<file path="src/rtl/mem_port_arbiter_if.sv">
// Bus bundle for mem_port_arbiter: IF fetch port, MEM load/store port and the shared memory port.
// The slave modport is the arbiter's view; master is the core plus memory side.
interface mem_port_arbiter_if #(
   parameter int AW = 32,
   parameter int DW = 32
);
   logic          i_req;
   logic [AW-1:0] i_addr;
   logic          i_gnt;
   logic          i_rvalid;
   logic [DW-1:0] i_rdata;

   logic          d_req;
   logic          d_we;
   logic [AW-1:0] d_addr;
   logic [DW-1:0] d_wdata;
   logic          d_gnt;
   logic          d_rvalid;
   logic [DW-1:0] d_rdata;

   logic          mem_req;
   logic          mem_we;
   logic [AW-1:0] mem_addr;
   logic [DW-1:0] mem_wdata;
   logic          mem_gnt;
   logic          mem_rvalid;
   logic [DW-1:0] mem_rdata;

   modport slave (
      input  i_req, i_addr, d_req, d_we, d_addr, d_wdata, mem_gnt, mem_rvalid, mem_rdata,
      output i_gnt, i_rvalid, i_rdata, d_gnt, d_rvalid, d_rdata,
             mem_req, mem_we, mem_addr, mem_wdata
   );

   modport master (
      output i_req, i_addr, d_req, d_we, d_addr, d_wdata, mem_gnt, mem_rvalid, mem_rdata,
      input  i_gnt, i_rvalid, i_rdata, d_gnt, d_rvalid, d_rdata,
             mem_req, mem_we, mem_addr, mem_wdata
   );
endinterface

</file>
<file path="src/rtl/mem_port_arbiter.sv">
// Shares one single-port memory between fetch and load/store, one transaction in flight.
// Default: data priority with a fetch starvation guard; define MEM_ARB_RR_EN for round-robin.
module mem_port_arbiter #(
   parameter int AW           = 32,
   parameter int DW           = 32,
   parameter int STARVE_LIMIT = 4
) (
   input  logic              clk,
   input  logic              rst,
   mem_port_arbiter_if.slave bus,
   output logic              err_spurious
);
   localparam int CW = $clog2(STARVE_LIMIT + 1);

   typedef enum logic [1:0] {IDLE, ISSUE, WAIT} state_t;
   typedef enum logic {DATA, FETCH} owner_t;

   state_t        state, state_n;
   owner_t        owner, owner_n;
   logic [CW-1:0] starve_cnt, starve_cnt_n;
   logic          fetch_win;

   logic          mem_req, mem_req_n;
   logic          mem_we, mem_we_n;
   logic [AW-1:0] mem_addr, mem_addr_n;
   logic [DW-1:0] mem_wdata, mem_wdata_n;
   logic          i_rvalid, i_rvalid_n;
   logic [DW-1:0] i_rdata, i_rdata_n;
   logic          d_rvalid, d_rvalid_n;
   logic [DW-1:0] d_rdata, d_rdata_n;
   logic          err_n;

`ifdef MEM_ARB_RR_EN
   // Starts as "fetch went last" so the first contested grant after reset goes to data.
   logic last_fetch, last_fetch_n;
`endif

   always_ff @(posedge clk or negedge rst) begin
      if (!rst) begin
         state        <= IDLE;
         owner        <= DATA;
         starve_cnt   <= '0;
         mem_req      <= 1'b0;
         mem_we       <= 1'b0;
         mem_addr     <= '0;
         mem_wdata    <= '0;
         i_rvalid     <= 1'b0;
         i_rdata      <= '0;
         d_rvalid     <= 1'b0;
         d_rdata      <= '0;
         err_spurious <= 1'b0;
`ifdef MEM_ARB_RR_EN
         last_fetch   <= 1'b1;
`endif
      end else begin
         state        <= state_n;
         owner        <= owner_n;
         starve_cnt   <= starve_cnt_n;
         mem_req      <= mem_req_n;
         mem_we       <= mem_we_n;
         mem_addr     <= mem_addr_n;
         mem_wdata    <= mem_wdata_n;
         i_rvalid     <= i_rvalid_n;
         i_rdata      <= i_rdata_n;
         d_rvalid     <= d_rvalid_n;
         d_rdata      <= d_rdata_n;
         err_spurious <= err_n;
`ifdef MEM_ARB_RR_EN
         last_fetch   <= last_fetch_n;
`endif
      end
   end

   always_comb begin
      state_n      = state;
      owner_n      = owner;
      starve_cnt_n = starve_cnt;
      fetch_win    = 1'b0;
      mem_req_n    = mem_req;
      mem_we_n     = mem_we;
      mem_addr_n   = mem_addr;
      mem_wdata_n  = mem_wdata;
      i_rvalid_n   = 1'b0;
      i_rdata_n    = i_rdata;
      d_rvalid_n   = 1'b0;
      d_rdata_n    = d_rdata;
      // Any response outside WAIT (including one coincident with mem_gnt) is stray.
      err_n        = err_spurious | (bus.mem_rvalid && (state != WAIT));
`ifdef MEM_ARB_RR_EN
      last_fetch_n = last_fetch;
`endif

      unique case (state)
         IDLE: begin
`ifdef MEM_ARB_RR_EN
            fetch_win    = bus.i_req && (!bus.d_req || !last_fetch);
            starve_cnt_n = '0;
`else
            fetch_win = bus.i_req && (!bus.d_req || (starve_cnt == CW'(STARVE_LIMIT)));
            if (fetch_win || !bus.i_req)
               starve_cnt_n = '0;
            else if (bus.d_req && (starve_cnt != CW'(STARVE_LIMIT)))
               starve_cnt_n = starve_cnt + 1'b1;
`endif
            if (bus.i_req || bus.d_req) begin
               state_n     = ISSUE;
               owner_n     = fetch_win ? FETCH : DATA;
               mem_req_n   = 1'b1;
               mem_we_n    = fetch_win ? 1'b0 : bus.d_we;
               mem_addr_n  = fetch_win ? bus.i_addr : bus.d_addr;
               mem_wdata_n = fetch_win ? '0 : bus.d_wdata;
`ifdef MEM_ARB_RR_EN
               last_fetch_n = fetch_win;
`endif
            end
         end
         ISSUE: begin
            if (bus.mem_gnt) begin
               state_n   = WAIT;
               mem_req_n = 1'b0;
            end
         end
         WAIT: begin
            if (bus.mem_rvalid) begin
               state_n = IDLE;
               if (owner == FETCH) begin
                  i_rvalid_n = 1'b1;
                  i_rdata_n  = bus.mem_rdata;
               end else begin
                  d_rvalid_n = 1'b1;
                  d_rdata_n  = mem_we ? '0 : bus.mem_rdata;
               end
            end
         end
         default: state_n = IDLE;
      endcase
   end

   assign bus.i_gnt     = (state == ISSUE) && bus.mem_gnt && (owner == FETCH);
   assign bus.d_gnt     = (state == ISSUE) && bus.mem_gnt && (owner == DATA);
   assign bus.i_rvalid  = i_rvalid;
   assign bus.i_rdata   = i_rdata;
   assign bus.d_rvalid  = d_rvalid;
   assign bus.d_rdata   = d_rdata;
   assign bus.mem_req   = mem_req;
   assign bus.mem_we    = mem_we;
   assign bus.mem_addr  = mem_addr;
   assign bus.mem_wdata = mem_wdata;
endmodule
</file>
<file path="src/flat_wrapper.sv">
// flat-port wrapper written by rule: the top's interface ports become plain ports
module mem_port_arbiter_flat 
#(
   parameter int AW           = 32,
   parameter int DW           = 32,
   parameter int STARVE_LIMIT = 4
)
  (clk, rst, err_spurious, bus_i_req, bus_i_addr, bus_d_req, bus_d_we, bus_d_addr, bus_d_wdata, bus_mem_gnt, bus_mem_rvalid, bus_mem_rdata, bus_i_gnt, bus_i_rvalid, bus_i_rdata, bus_d_gnt, bus_d_rvalid, bus_d_rdata, bus_mem_req, bus_mem_we, bus_mem_addr, bus_mem_wdata);
  mem_port_arbiter_if #(.AW(AW), .DW(DW)) bus_i ();
  input  logic clk;
  input  logic rst;
  output logic err_spurious;
  input wire logic [$bits(bus_i.i_req)-1:0] bus_i_req;
  input wire logic [$bits(bus_i.i_addr)-1:0] bus_i_addr;
  input wire logic [$bits(bus_i.d_req)-1:0] bus_d_req;
  input wire logic [$bits(bus_i.d_we)-1:0] bus_d_we;
  input wire logic [$bits(bus_i.d_addr)-1:0] bus_d_addr;
  input wire logic [$bits(bus_i.d_wdata)-1:0] bus_d_wdata;
  input wire logic [$bits(bus_i.mem_gnt)-1:0] bus_mem_gnt;
  input wire logic [$bits(bus_i.mem_rvalid)-1:0] bus_mem_rvalid;
  input wire logic [$bits(bus_i.mem_rdata)-1:0] bus_mem_rdata;
  output wire logic [$bits(bus_i.i_gnt)-1:0] bus_i_gnt;
  output wire logic [$bits(bus_i.i_rvalid)-1:0] bus_i_rvalid;
  output wire logic [$bits(bus_i.i_rdata)-1:0] bus_i_rdata;
  output wire logic [$bits(bus_i.d_gnt)-1:0] bus_d_gnt;
  output wire logic [$bits(bus_i.d_rvalid)-1:0] bus_d_rvalid;
  output wire logic [$bits(bus_i.d_rdata)-1:0] bus_d_rdata;
  output wire logic [$bits(bus_i.mem_req)-1:0] bus_mem_req;
  output wire logic [$bits(bus_i.mem_we)-1:0] bus_mem_we;
  output wire logic [$bits(bus_i.mem_addr)-1:0] bus_mem_addr;
  output wire logic [$bits(bus_i.mem_wdata)-1:0] bus_mem_wdata;
  assign bus_i.i_req = bus_i_req;
  assign bus_i.i_addr = bus_i_addr;
  assign bus_i.d_req = bus_d_req;
  assign bus_i.d_we = bus_d_we;
  assign bus_i.d_addr = bus_d_addr;
  assign bus_i.d_wdata = bus_d_wdata;
  assign bus_i.mem_gnt = bus_mem_gnt;
  assign bus_i.mem_rvalid = bus_mem_rvalid;
  assign bus_i.mem_rdata = bus_mem_rdata;
  assign bus_i_gnt = bus_i.i_gnt;
  assign bus_i_rvalid = bus_i.i_rvalid;
  assign bus_i_rdata = bus_i.i_rdata;
  assign bus_d_gnt = bus_i.d_gnt;
  assign bus_d_rvalid = bus_i.d_rvalid;
  assign bus_d_rdata = bus_i.d_rdata;
  assign bus_mem_req = bus_i.mem_req;
  assign bus_mem_we = bus_i.mem_we;
  assign bus_mem_addr = bus_i.mem_addr;
  assign bus_mem_wdata = bus_i.mem_wdata;
  mem_port_arbiter #(.AW(AW), .DW(DW), .STARVE_LIMIT(STARVE_LIMIT)) u_core (.clk(clk), .rst(rst), .bus(bus_i), .err_spurious(err_spurious));
endmodule
</file>
<file path="config.mk">
export PLATFORM = sky130hd
export DESIGN_NAME = mem_port_arbiter_flat
export DESIGN_NICKNAME = d
export VERILOG_FILES = /design/src/rtl/mem_port_arbiter_if.sv /design/src/rtl/mem_port_arbiter.sv /design/src/flat_wrapper.sv
export SDC_FILE = /design/constraint.sdc
export NUM_CORES = 1
export LEC_CHECK = 0
export ABC_CLOCK_PERIOD_IN_PS = 2700
export CELL_PAD_IN_SITES_DETAIL_PLACEMENT = 1
export CELL_PAD_IN_SITES_GLOBAL_PLACEMENT = 2
export CORE_MARGIN = 5
export CORE_UTILIZATION = 27
export DETAILED_ROUTE_END_ITERATION = 7
export GPL_ROUTABILITY_DRIVEN = 0
export HOLD_SLACK_MARGIN = 0.08
export PLACE_DENSITY = 0.85
export SYNTH_ARGS = -nofsm -noshare
export SYNTH_HDL_FRONTEND = slang
export SYNTH_SLANG_ARGS = --single-unit
</file>
<file path="constraint.sdc">
create_clock -name clk -period 2.7 [get_ports clk]
set_clock_uncertainty 0.15 [all_clocks]
set_input_delay 0.54 -clock clk [delete_from_list [all_inputs] [get_ports clk]]
set_output_delay 0.54 -clock clk [all_outputs]
set_load 0.05 [all_outputs]
</file>
==> results_dict.tcl <==
set metrics [dict create \
    dp_hpwl_um 14960 \
    syn_inst 552 \
    cp.required_ps 2010 \
    port_buffers 269 \
    dieWidth_um 161.6 \
    slew_headroom_pct 30.55 \
    clock-sinks 139 \
    synth_top_area_share_pct 56.07 \
    tns_ps 0 \
    p_seq_share_pct 26.4 \
    ctsResizeCount 0 \
    grt_pass1_vias 5788 \
    place_ws_ps 97.79 \
    cpPeakStageDelay_ps 860 \
    num_rows 55 \
    fp.dieH_um 161.6 \
    crit_chain "clkdlybuf4s50_1" \
    routed_wl_um 21500 \
    synthTopCellsByArea "dfrtp_1, o221ai_2, nand3_1" \
    worst_pin_slew_ps 1042 \
    outcome "finished, final reports clean" \
    multi_input_area_sq_um 2336 \
    grt_max_degree 104 \
    core-area_sq_um 22640 \
    synth_nets 689 \
    critPathBufInv 1 \
    netSwitchingFraction_pct 49.07 \
    async_flop_share_pct 100.0 \
    synthFlopType "dfrtp_1" \
    worst_ep_arrival_time_ps 1640 \
    period_share_pct 86.33 \
    finalPower_mw 13.55 \
    synth_warnings 0 \
    ioPinCount 270 \
    start_util_pct 27.40 \
    hold_viol 0 \
    yosys.area.top_type "dfrtp_1" \
    cp_top_family "buffers and inverters" \
    internal_power_mw 6.902 \
    setup_ws_ps 369.0 \
    clock_latency_ps 410 \
    drt-pass1-iter-count 4 \
    slew_viol_final 0 \
    num-fill-cells 2455 \
    synth_area_sq_um 6203 \
    fin_nets 937 \
    ant_nets 0 \
    gr-usage-all-layers_pct 16.43 \
    ctsRootBufferMaster "clkbuf_16" \
    cts_buffer_depth 2 \
    cp-end-kind "primary output" \
    hold_path.class "reg -> reg" \
    combPwrFrac_pct 57.1 \
    drive_above_1_share_pct 12.30 \
    drc_errors 0 \
    leakage_nw 4.027 \
    dieArea_sq_um 26110 \
    syn_to_final_growth_pct 57.62 \
    ir_drop_v 0.0005802 \
    wl_per_cell_um 19.56 \
    clk_pin_slew_ps 60 \
    viasPerCell 4.828 \
    synth_common_cells "dfrtp_1, nand3_1, inv_1, nand2_1, nand2b_1" \
    post-route-min-period_ps 2331 \
    yosysUniqueCellTypes 28 \
    rsz0062_at_grt "false" \
    slowest_stage "clkdlybuf4s50_1" \
    register_area_sq_um 3478 \
    cts_tree "built" \
    max_freq_mhz 429.0 \
    critPathMaxFanout 2 \
    yosysSeqAreaShare_pct 56.07 \
    p_switching_mw 6.651 \
    setup_viol 0 \
    drt_iter0_markers 213 \
    cts_buffers 17 \
    grt_pass1_wl_um 33950 \
    synth_edf_count 0 \
    h-tree-depth 4 \
    ys_ff_latch 139 \
    grt_antenna_before_repair 1 \
    synth_most_common_cell "dfrtp_1" \
    syn_area_per_cell_sq_um 11.24 \
    crit_path_start_kind "flop" \
    path_class "reg -> out" \
    power.density_nw_per_um2 1386 \
    maxCapViolCount 0 \
    clock_power_share_pct 16.5 \
    grt-ovfl-total 0 \
    vias 5306 \
]
-- power groups by stage --
stage / clock network, mW / logic (mW) / registers (mW)
2_1_floorplan: 0 / 1.98 / 6.66
3_3_place_gp: 0 / 7.73 / 3.60
3_5_place_dp: 0 / 7.82 / 3.61
4_1_cts: 2.32 / 7.82 / 3.59
5_1_grt: 2.42 / 8.14 / 3.71
6_report: 2.24 / 7.73 / 3.58
-- final cells by class --
class / count / area share (%)
Sequential cell: 139 / 35.57
Clock inverter: 15 / 1.331
Antenna cell: 1 / 0.02559
Timing Repair Buffer: 283 / 29.72
Clock buffer: 17 / 4.351
Tap cell: 285 / 3.647
Multi-Input combinational cell: 321 / 23.89
Inverter: 38 / 1.459
-- timing repair --
action,in CTS,in global routing
endpoints found under the hold margin,34,0
buffers inserted,0,0
hold buffers,1,0
-- state kept, by name (all words and copies together), names as in the netlist --
| register | cells |
|---|---|
| u_core.bus.i_rvalid | 1 |
| u_core.bus.d_rvalid | 1 |
| u_core.state | 2 |
| u_core.starve_cnt | 3 |
| u_core.bus.mem_addr | 32 |
| u_core.owner | 1 |
| u_core.bus.mem_we | 1 |
| u_core.err_spurious | 1 |
| u_core.bus.mem_req | 1 |
| u_core.bus.d_rdata | 32 |
| u_core.bus.mem_wdata | 32 |
| u_core.bus.i_rdata | 32 |
-- logic make-up after synthesis --
| logic type | after synthesis | synth area share, % |
|---|---|---|
| AO/OA/AOI/OAI | 108 | 15.83 |
| adder cells (fa/ha/maj) | 2 | 0.4033 |
| multiplexers | 32 | 5.809 |
| AND/OR/NAND/NOR | 179 | 15.27 |
| flip-flops | 139 | 56.07 |
| buffers and inverters | 92 | 6.616 |
-- worst paths after layout --
kind                                                           from                                   end  slack (ps)  cells past startpoint
max in group asynchronous                                       rst  u_core.bus.mem_wdata[27]$_DFFE_PN0P_        1310                      3
worst min-delay path                  u_core.err_spurious$_DFF_PN0_         u_core.err_spurious$_DFF_PN0_         330                      1
min in group asynchronous                                       rst     u_core.bus.i_rdata[4]$_DFFE_PN0P_         440                      2
worst max-delay path            u_core.bus.mem_addr[29]$_DFFE_PN0P_                      bus_mem_addr[29]         370                      1
worst max register to register          u_core.state[1]$_DFFE_PN0P_    u_core.bus.mem_addr[1]$_DFFE_PN0P_         630                      3
worst min register to register        u_core.err_spurious$_DFF_PN0_         u_core.err_spurious$_DFF_PN0_         330                      1
-- layout by cell type, fill, tap and decap left out, types with 2 or more instances in the layout --
cell type	Yosys	final
clkinvlp_4	0	2
ha_1	2	2
buf_4	0	7
inv_6	0	6
o21ai_1	5	5
o221ai_2	29	29
nand3_1	67	67
inv_1	38	38
o21ai_0	33	33
clkinv_4	0	4
nor2_4	0	2
o2bb2ai_1	34	34
nand2b_1	35	35
nor2_1	4	2
inv_8	0	2
mux2_2	16	16
o221ai_1	3	3
clkbuf_16	0	17
dfrtp_1	139	139
clkdlybuf4s50_1	0	265
nand2_1	35	35
nand4_1	33	33
buf_12	0	9
mux2_1	16	16
-- routing by layer --
| layer | track usage [%] | wire length (um) |
|---|---|---|
| met4 | 4.420 | 297 |
| met2 | 25.20 | 9602 |
| met5 | 0 | 0 |
| met1 | 22.10 | 9674 |
| met3 | 5.843 | 1923 |
-- per-stage QoR --
step	util, %	instance area (sq um)	cells	hold slack [ps]
4_1_cts	43.18	9776	1098	328.5
2_1_floorplan	-	6203	552	94.41
3_5_place_dp	40.68	9210	1065	314.0
6_report	43.19	9778	1099	326.5
5_1_grt	43.18	9776	1098	343.8
3_3_place_gp	40.68	9210	1065	307.6
Note: power is estimated with default switching activity, not from simulation.
